`src/rtl/fifo_rd_arbiter_if.sv`:
```
// Bundle of signals between the FIFO read side, the arbiter and the two
// consumers. The arbiter uses the master view; the environment (FIFO and
// consumers) uses the slave view.
interface fifo_rd_arbiter_if #(
  parameter int DATA_W = 8
);
  logic              fifo_empty;
  logic              fifo_rd_req;
  logic [DATA_W-1:0] fifo_rd_data;
  logic              req0;
  logic              req1;
  logic              grant0;
  logic              grant1;
  logic [DATA_W-1:0] dout;
  logic              dout_valid0;
  logic              dout_valid1;
  logic              done0;
  logic              done1;
  logic              busy;

  modport master (
    input  fifo_empty, fifo_rd_data, req0, req1,
    output fifo_rd_req, grant0, grant1, dout,
           dout_valid0, dout_valid1, done0, done1, busy
  );

  modport slave (
    output fifo_empty, fifo_rd_data, req0, req1,
    input  fifo_rd_req, grant0, grant1, dout,
           dout_valid0, dout_valid1, done0, done1, busy
  );
endinterface

```
`src/rtl/fifo_rd_arbiter.sv`:
```
// Round-robin burst arbiter sharing the read port of one show-ahead-off FIFO
// between two consumers. Each grant reads up to BURST_LEN words; the FIFO's
// one-cycle read latency is absorbed by a two-cycle DRAIN phase so every word
// requested during a burst is delivered to its owner before done pulses.
module fifo_rd_arbiter #(
  parameter int DATA_W    = 8,
  parameter int BURST_LEN = 16,
  parameter int CNT_W     = 5
) (
  input  logic               clk,
  input  logic               rst_n,
  fifo_rd_arbiter_if.master  io_bus
);

  typedef enum logic [1:0] {
    ST_IDLE  = 2'd0,
    ST_BURST = 2'd1,
    ST_DRAIN = 2'd2
  } state_t;

  localparam logic [CNT_W-1:0] LP_CNT_LAST = CNT_W'(BURST_LEN - 1);
  localparam logic [CNT_W-1:0] LP_CNT_MAX  = CNT_W'(BURST_LEN);

  state_t            r_state;
  logic [CNT_W-1:0]  r_cnt;
  logic              r_rr_ptr;
  logic              r_owner;
  logic              r_drain_last;
  logic [1:0]        r_grant;
  logic [1:0]        r_done;
  logic              r_rd_req_d;
  logic [DATA_W-1:0] r_dout;

  logic [1:0]        w_req;
  logic              w_req_owner;
  logic              w_sel_owner;
  logic              w_rd_req;
  logic              w_last_req;
  logic [1:0]        w_valid;

  assign w_req       = {io_bus.req1, io_bus.req0};
  assign w_req_owner = w_req[r_owner];
  // Single requester wins outright; on a tie the round-robin pointer decides.
  assign w_sel_owner = (&w_req) ? r_rr_ptr : w_req[1];

  // Read request is combinational so an empty FIFO or a dropped request
  // suppresses the pop in the very cycle it happens.
  assign w_rd_req   = (r_state == ST_BURST) & ~io_bus.fifo_empty & w_req_owner
                    & (r_cnt != LP_CNT_MAX);
  assign w_last_req = w_rd_req & (r_cnt == LP_CNT_LAST);

  // Burst control FSM: owner selection, word counting, drain and done.
  always_ff @(posedge clk) begin
    if (!rst_n) begin
      r_state      <= ST_IDLE;
      r_cnt        <= '0;
      r_rr_ptr     <= 1'b0;
      r_owner      <= 1'b0;
      r_drain_last <= 1'b0;
      r_grant      <= '0;
      r_done       <= '0;
    end else begin
      r_done <= '0;
      case (r_state)
        ST_IDLE: begin
          if (|w_req) begin
            r_state <= ST_BURST;
            r_owner <= w_sel_owner;
            r_cnt   <= '0;
            r_grant <= w_sel_owner ? 2'b10 : 2'b01;
          end
        end
        ST_BURST: begin
          if (w_rd_req) begin
            r_cnt <= r_cnt + 1'b1;
          end
          // Either the final word went out or the owner gave up early.
          if (w_last_req || !w_req_owner) begin
            r_state      <= ST_DRAIN;
            r_drain_last <= 1'b0;
          end
        end
        ST_DRAIN: begin
          if (!r_drain_last) begin
            // Done lands in the second drain cycle, together with the last
            // possible valid word.
            r_drain_last     <= 1'b1;
            r_done[r_owner]  <= 1'b1;
          end else begin
            r_state  <= ST_IDLE;
            r_grant  <= '0;
            r_rr_ptr <= ~r_owner;
          end
        end
        default: begin
          r_state <= ST_IDLE;
        end
      endcase
    end
  end

  // Read-latency pipe: remember the request, then capture the returned word.
  always_ff @(posedge clk) begin
    if (!rst_n) begin
      r_rd_req_d <= 1'b0;
      r_dout     <= '0;
    end else begin
      r_rd_req_d <= w_rd_req;
      if (r_rd_req_d) begin
        r_dout <= io_bus.fifo_rd_data;
      end
    end
  end

  // Per-consumer valid strobe, routed by the owner held through DRAIN.
  for (genvar gi = 0; gi < 2; gi++) begin : g_cons
    logic r_valid;

    // Valid follows the captured word for the consumer that owns the burst.
    always_ff @(posedge clk) begin
      if (!rst_n) begin
        r_valid <= 1'b0;
      end else begin
        r_valid <= r_rd_req_d & (r_owner == 1'(gi));
      end
    end

    assign w_valid[gi] = r_valid;
  end

  assign io_bus.fifo_rd_req = w_rd_req;
  assign io_bus.grant0      = r_grant[0];
  assign io_bus.grant1      = r_grant[1];
  assign io_bus.dout        = r_dout;
  assign io_bus.dout_valid0 = w_valid[0];
  assign io_bus.dout_valid1 = w_valid[1];
  assign io_bus.done0       = r_done[0];
  assign io_bus.done1       = r_done[1];
  assign io_bus.busy        = (r_state != ST_IDLE);

endmodule

```
`src/flat_wrapper.sv`:
```
// flat-port wrapper written by rule: the top's interface ports become plain ports
module fifo_rd_arbiter_flat 
#(
  parameter int DATA_W    = 8,
  parameter int BURST_LEN = 16,
  parameter int CNT_W     = 5
)
  (clk, rst_n, io_bus_fifo_empty, io_bus_fifo_rd_data, io_bus_req0, io_bus_req1, io_bus_fifo_rd_req, io_bus_grant0, io_bus_grant1, io_bus_dout, io_bus_dout_valid0, io_bus_dout_valid1, io_bus_done0, io_bus_done1, io_bus_busy);
  fifo_rd_arbiter_if #(.DATA_W(DATA_W)) io_bus_i ();
  input  logic clk;
  input  logic rst_n;
  input wire logic [$bits(io_bus_i.fifo_empty)-1:0] io_bus_fifo_empty;
  input wire logic [$bits(io_bus_i.fifo_rd_data)-1:0] io_bus_fifo_rd_data;
  input wire logic [$bits(io_bus_i.req0)-1:0] io_bus_req0;
  input wire logic [$bits(io_bus_i.req1)-1:0] io_bus_req1;
  output wire logic [$bits(io_bus_i.fifo_rd_req)-1:0] io_bus_fifo_rd_req;
  output wire logic [$bits(io_bus_i.grant0)-1:0] io_bus_grant0;
  output wire logic [$bits(io_bus_i.grant1)-1:0] io_bus_grant1;
  output wire logic [$bits(io_bus_i.dout)-1:0] io_bus_dout;
  output wire logic [$bits(io_bus_i.dout_valid0)-1:0] io_bus_dout_valid0;
  output wire logic [$bits(io_bus_i.dout_valid1)-1:0] io_bus_dout_valid1;
  output wire logic [$bits(io_bus_i.done0)-1:0] io_bus_done0;
  output wire logic [$bits(io_bus_i.done1)-1:0] io_bus_done1;
  output wire logic [$bits(io_bus_i.busy)-1:0] io_bus_busy;
  assign io_bus_i.fifo_empty = io_bus_fifo_empty;
  assign io_bus_i.fifo_rd_data = io_bus_fifo_rd_data;
  assign io_bus_i.req0 = io_bus_req0;
  assign io_bus_i.req1 = io_bus_req1;
  assign io_bus_fifo_rd_req = io_bus_i.fifo_rd_req;
  assign io_bus_grant0 = io_bus_i.grant0;
  assign io_bus_grant1 = io_bus_i.grant1;
  assign io_bus_dout = io_bus_i.dout;
  assign io_bus_dout_valid0 = io_bus_i.dout_valid0;
  assign io_bus_dout_valid1 = io_bus_i.dout_valid1;
  assign io_bus_done0 = io_bus_i.done0;
  assign io_bus_done1 = io_bus_i.done1;
  assign io_bus_busy = io_bus_i.busy;
  fifo_rd_arbiter #(.DATA_W(DATA_W), .BURST_LEN(BURST_LEN), .CNT_W(CNT_W)) u_core (.clk(clk), .rst_n(rst_n), .io_bus(io_bus_i));
endmodule
```
`config.mk`:
```
export PLATFORM = sky130hd
export DESIGN_NAME = fifo_rd_arbiter_flat
export DESIGN_NICKNAME = d
export VERILOG_FILES = /design/src/rtl/fifo_rd_arbiter_if.sv /design/src/rtl/fifo_rd_arbiter.sv /design/src/flat_wrapper.sv
export SDC_FILE = /design/constraint.sdc
export NUM_CORES = 1
export LEC_CHECK = 0
export ABC_AREA = 1
export CORE_MARGIN = 2
export CORE_UTILIZATION = 25
export DETAILED_ROUTE_END_ITERATION = 10
export SLEW_MARGIN = 15
export SYNTH_ARGS = -nofsm -noshare
export SYNTH_HDL_FRONTEND = slang
export SYNTH_SLANG_ARGS = --single-unit
```
`constraint.sdc`:
```
create_clock -name clk -period 1.23 [get_ports clk]
set_input_delay 0.246 -clock clk [delete_from_list [all_inputs] [get_ports clk]]
set_output_delay 0.246 -clock clk [all_outputs]
set_load 0.02 [all_outputs]
```
### After elaboration in Yosys (flattened, before gate mapping)

Index checks and enable logic that the tools add are counted.

| storage, ports and cells | value |
|---|---|
| register bits | 25 |
| input bits | 13 |
| output and inout bits | 16 |

| cells by class | value |
|---|---|
| $add $sub $neg | 1 |
| magnitude comparators | 2 |
| equality and inequality tests | 8 |
| muxes and demuxes | 17 |
| bitwise operators | 10 |
| reductions and logical operators | 17 |

Operators by type and width:

| operator | count |
|---|---|
| $mux 2 | 5 |
| $mux 5 | 2 |
| $pmux 5 s2 | 1 |
| $reduce_and 3->1 | 3 |
| $reduce_and 2->1 | 4 |
| $reduce_bool 2->1 | 4 |
| $and 1x1->1 | 6 |
| $ne 2x1->1 const B | 3 |
| $pmux 2 s3 | 1 |
| $add 5x1->5 const B | 1 |
| $eq 5x4->1 const B | 1 |
| $mux 1 | 5 |
| $ne 5x5->1 const B | 1 |
| $not 1->1 | 4 |
| $pmux 2 s2 | 1 |
| $reduce_or 3->1 | 1 |
| $eq 2x1->1 const B | 1 |
| $eq 2x2->1 const B | 1 |
| $logic_not 2->1 | 1 |
| $lt 1x2->1 const B | 1 |
| $ne 2x2->1 const B | 1 |
| $pmux 1 s2 | 1 |
| $reduce_or 2->1 | 1 |
| $demux 1 s1 | 1 |
| 4 further kinds | 4 |

### Depth between registers and ports, before layout

| logic depth | value |
|---|---|
| word-level depth | 8 |
| gate-level depth with buffers | 10 |
| depth with buffers taken out | 10 |

### Worst setup path before layout

Ideal clock, no wire load.

| timing | value |
|---|---|
| path kind | reg2reg |
| start | register u_core.r_cnt[1] |
| end | register u_core.r_drain_last |
| setup time | 0.070 ns |
| arrival | 1.213 ns |
| required time | 1.160 ns |
| setup slack | -0.054 ns |
| cell stages (with the launch flop) | 9 |
| path through | dfxtp_1 > ha_1 > and3_1 > ha_1 > nand3_1 > nand2_1 > nand2_1 > nand2_1 > a21oi_1 |

| on the way | value |
|---|---|
| cells in the longest elaborated chain, start to end | 6 |

RTL lines:

| element | RTL line | source |
|---|---|---|
| from (decl) | fifo_rd_arbiter.sv:25 | `logic [CNT_W-1:0] r_cnt;` |
| from (signal assigned) | fifo_rd_arbiter.sv:75 | `r_cnt <= r_cnt + 1'b1;` |
| $ne 5x5->1 | fifo_rd_arbiter.sv:49 | `& (r_cnt != LP_CNT_MAX);` |
| $and 1x1->1 | fifo_rd_arbiter.sv:49 |  |
| $and 1x1->1 * | fifo_rd_arbiter.sv:50 | `assign w_last_req = w_rd_req & (r_cnt == LP_CNT_LAST);` |
| $logic_or 1x1->1 * | fifo_rd_arbiter.sv:78 | `if (w_last_req \|\| !w_req_owner) begin` |
| $ne 2x2->1 (no line) * | -- |  |
| $reduce_and 2->1 (no line) * | -- |  |
| to (signal assigned) | fifo_rd_arbiter.sv:59 | `r_drain_last <= 1'b0;` |
| to (signal assigned) | fifo_rd_arbiter.sv:80 | `r_drain_last <= 1'b0;` |
| to (signal assigned) | fifo_rd_arbiter.sv:87 | `r_drain_last <= 1'b1;` |
| to (decl) | fifo_rd_arbiter.sv:28 | `logic r_drain_last;` |

Every way passes the cells marked *; elsewhere a longest branch is shown, timed or not.
A chain may end at the register's enable or synchronous reset.

### Final worst setup path

| timing | value |
|---|---|
| start | register u_core.r_cnt[1] |
| end | output io_bus_fifo_rd_req |

| on the way | value |
|---|---|
| cells in the longest elaborated chain, start to end | 2 |

RTL lines:

| element | RTL line | source |
|---|---|---|
| $ne 5x5->1 | fifo_rd_arbiter.sv:49 |  |
| $and 1x1->1 | fifo_rd_arbiter.sv:49 |  |
| to (decl) | flat_wrapper.sv:16 | `output wire logic [$bits(io_bus_i.fifo_rd_req)-1:0] io_bus_fifo_rd_req;` |

Every way passes these cells.

==> impl_metrics.ini <==
[sta]
fin_ws_ns = -0.254
period_needed_ns = 1.48
tightest_slew_ns = 0.263
post-route-period-util_pct = 121
setup_viol = 10
slew_viol_final = 0
clock.fmax_mhz = 674
slew_headroom_pct = 82.3
rsz0062_at_grt = true
skew_ns = 0.00634
hold_viol = 0
timing.hold.ws_ns = 0.462

[yosys]
netlist_top_cells_area = dfxtp_1 49%, nor2_1 8.4%, nand2_1 7.0%, a21oi_1 5.4%, o21ai_0 4.9%
synth_xor_xnor_area_share_pct = 0
syn_inst = 130
synth_compound_area_share_pct = 12.7
synth_area_mm2 = 0.00102
syn-num-nets = 146
synth_cell_types = 21
synth_top_family_by_area = simple AND/OR/NAND/NOR gates
syn_avg_cell_area_um2 = 7.86
synth-adder-area-share_pct = 3.67
yosys.area.top_type = dfxtp_1
synth.mux.area_fraction_pct = 0
synth_seq_area_share_pct = 49.0
ys_ff_latch = 25
ys_warn_count = 0
yosysTopAreaCellShare_pct = 49.0
yosys.area_share.simple_pct = 28.4

[finish]
layout-drive-gt1-share_pct = 40.0
fillers = 399
final_cell_mix = 23 x buf_4, 21 x nor2_1, 21 x dfxtp_1
layout_commonest_cell = buf_4
fin_cells = 240
antennaDiodeCount = 0
syn_to_final_growth_pct = 70.1
nets = 207
finalInstanceArea_mm2 = 0.00174

[status]
violations = negative setup slack
status = complete, but fails checks

[placement]
placed_area_mm2 = 0.00156
dp_cells = 232
finalWeightedCongestion = 0.709
hpwl_um = 1700
io_buffers = 28

[critical_path]
crit_arrival_ns = 1.24
max_stage_delay_ns = 0.34
critPathLaunchType = flip-flop
path_cells = inv_2 > ha_2 > nand2_1 > inv_1 > nand2_2 > nand3_4 > inv_2 > buf_6
cp_max_fo = 2
cp_common_cell = inv_2
cp_slowest_cell = dfxtp_2
path_class = flip-flop to output pin
endpoint_kind = output pin
crit_required_ns = 0.98

[power_and_ir_drop]
finalPower_w = 0.00190
power.share.combinational_pct = 27.8
switching_share_pct = 28.9
internal-power_w = 0.00135
vdd_ir_drop_max_v = 0.000502
sequentialPowerShare_pct = 46.2
clockPowerShare_pct = 26.0
p_switching_w = 0.000548
p_per_area_mw_per_mm2 = 1090
p_leak_nw = 0.773

[floorplan]
die_area_mm2 = 0.00462
num_rows = 23
die_h_um = 67.9
fp.dieW_um = 67.9
core_mm2 = 0.00397
start_util_pct = 25.7
num_io_pins = 29

[hold_path]
hold_path_class = flip-flop to flip-flop

[cts]
cts_sinks = 25
clk_path_buf_depth = 2
h-tree-depth = 1
cts_tree = done
cts_buffers = 3
clk_latency_ns = 0.27
cts.root.buffer_cell = clkbuf_8
cts_hold_buf = 0
clkTransAtPathRegs_ns = 0.09

[routing]
drtIter0Drc = 27
firstDrtPassIters = 3
vias_per_cell = 4.10
drc = 0
drt_wl_total_um = 2440
detail-route-antenna-nets = 0
vias = 983
avgRoutedWirePerCell_um = 10.2

[grt]
overflow = 0
grt_pass1_wl_um = 3680
grt_use_total_pct = 10.3
grt_pass1_vias = 893
antenna_found_initial = 0
grt_max_degree = 16

[run]
timing.max_cap.violations = 0
[path summary, 6_finish.rpt]
kind                             startpoint                              to  slack, ns  depth (start not counted)
max reg2reg    u_core.r_cnt[1]$_SDFFE_PN0P_    u_core.r_cnt[4]$_SDFFE_PN0P_      -0.22                         12
min reg2reg  u_core.r_grant[1]$_SDFFE_PN0P_  u_core.r_grant[1]$_SDFFE_PN0P_       0.46                          2
max            u_core.r_cnt[1]$_SDFFE_PN0P_              io_bus_fifo_rd_req      -0.25                          8
min          u_core.r_grant[1]$_SDFFE_PN0P_  u_core.r_grant[1]$_SDFFE_PN0P_       0.46                          2
[routing by layer]
layer	wire [um]	global-route usage [%]
met1	1150	13.7
met2	1190	16.6
met3	86	2.47
met4	12	3.00
met5	0	0
[state kept, by name, indices dropped and copies added, names as in the netlist]
signal	count
u_core.io_bus.dout	8
u_core.io_bus.dout_valid0	1
u_core.io_bus.dout_valid1	1
u_core.r_cnt	5
u_core.r_done	2
u_core.r_drain_last	1
u_core.r_grant	2
u_core.r_owner	1
u_core.r_rd_req_d	1
u_core.r_rr_ptr	1
u_core.r_state	2
[cell families after synthesis]
| kind of cell | after synthesis |
|---|---|
| adders and majority gates | 3 |
| buffers and inverters | 17 |
| DFF | 25 |
| AOI/OAI and AO/OA | 23 |
| and+or+nand+nor | 62 |
[repair_timing]
action,in CTS,in global routing
gates resized for setup,41,23
pin swaps,5,4
buffers inserted,3,1
setup endpoints to repair,26,17
endpoints found under the hold margin,0,0
[cell usage after synthesis, drive strengths merged]
cell type,count
o21ai,12
dfxtp,25
nor2,27
clkbuf,1
nand3,7
nand2,20
and3,1
clkinv,1
a21oi,11
nor3,5
ha,3
or2,2
inv,15
[stage by stage]
stage          TNS, ns  worst slack [ns]  util [%]
2_1_floorplan  -0.0139           -0.0139         -
3_3_place_gp     -5.03            -0.800      39.4
3_5_place_dp     -5.02            -0.794      39.4
4_1_cts         -0.989            -0.250      41.8
5_1_grt          -2.28            -0.311      43.8
6_report         -1.57            -0.254      43.8
[power by group through the flow]
stage          sequential (W)  clock [W]  combinational [W]
2_1_floorplan        0.000917          0           0.000183
3_3_place_gp         0.000890          0           0.000440
3_5_place_dp         0.000890          0           0.000439
4_1_cts              0.000875   0.000505           0.000479
5_1_grt              0.000883   0.000541           0.000571
6_report             0.000877   0.000493           0.000528
[area by class of cell]
type                    instances  area, um2  share of cell area (%)
inverters                      16       60.1                    3.45
flip-flops and latches         25        505                    29.1
clock buffers                   3       41.3                    2.37
well taps                      50       62.6                    3.60
repair buffers                 57        508                    29.2
clock inverters                 1       7.51                   0.432
multi-input cells              88        554                    31.9
[worst max-delay path, delay by kind of cell (launching register included)]
family / cells / cell delay, ns
adder cells (fa/ha/maj): 1 / 0.17
flip-flops: 1 / 0.34
buffers and inverters: 4 / 0.24
AND/OR/NAND/NOR: 3 / 0.22
Note: power is estimated with default switching activity, not from simulation.
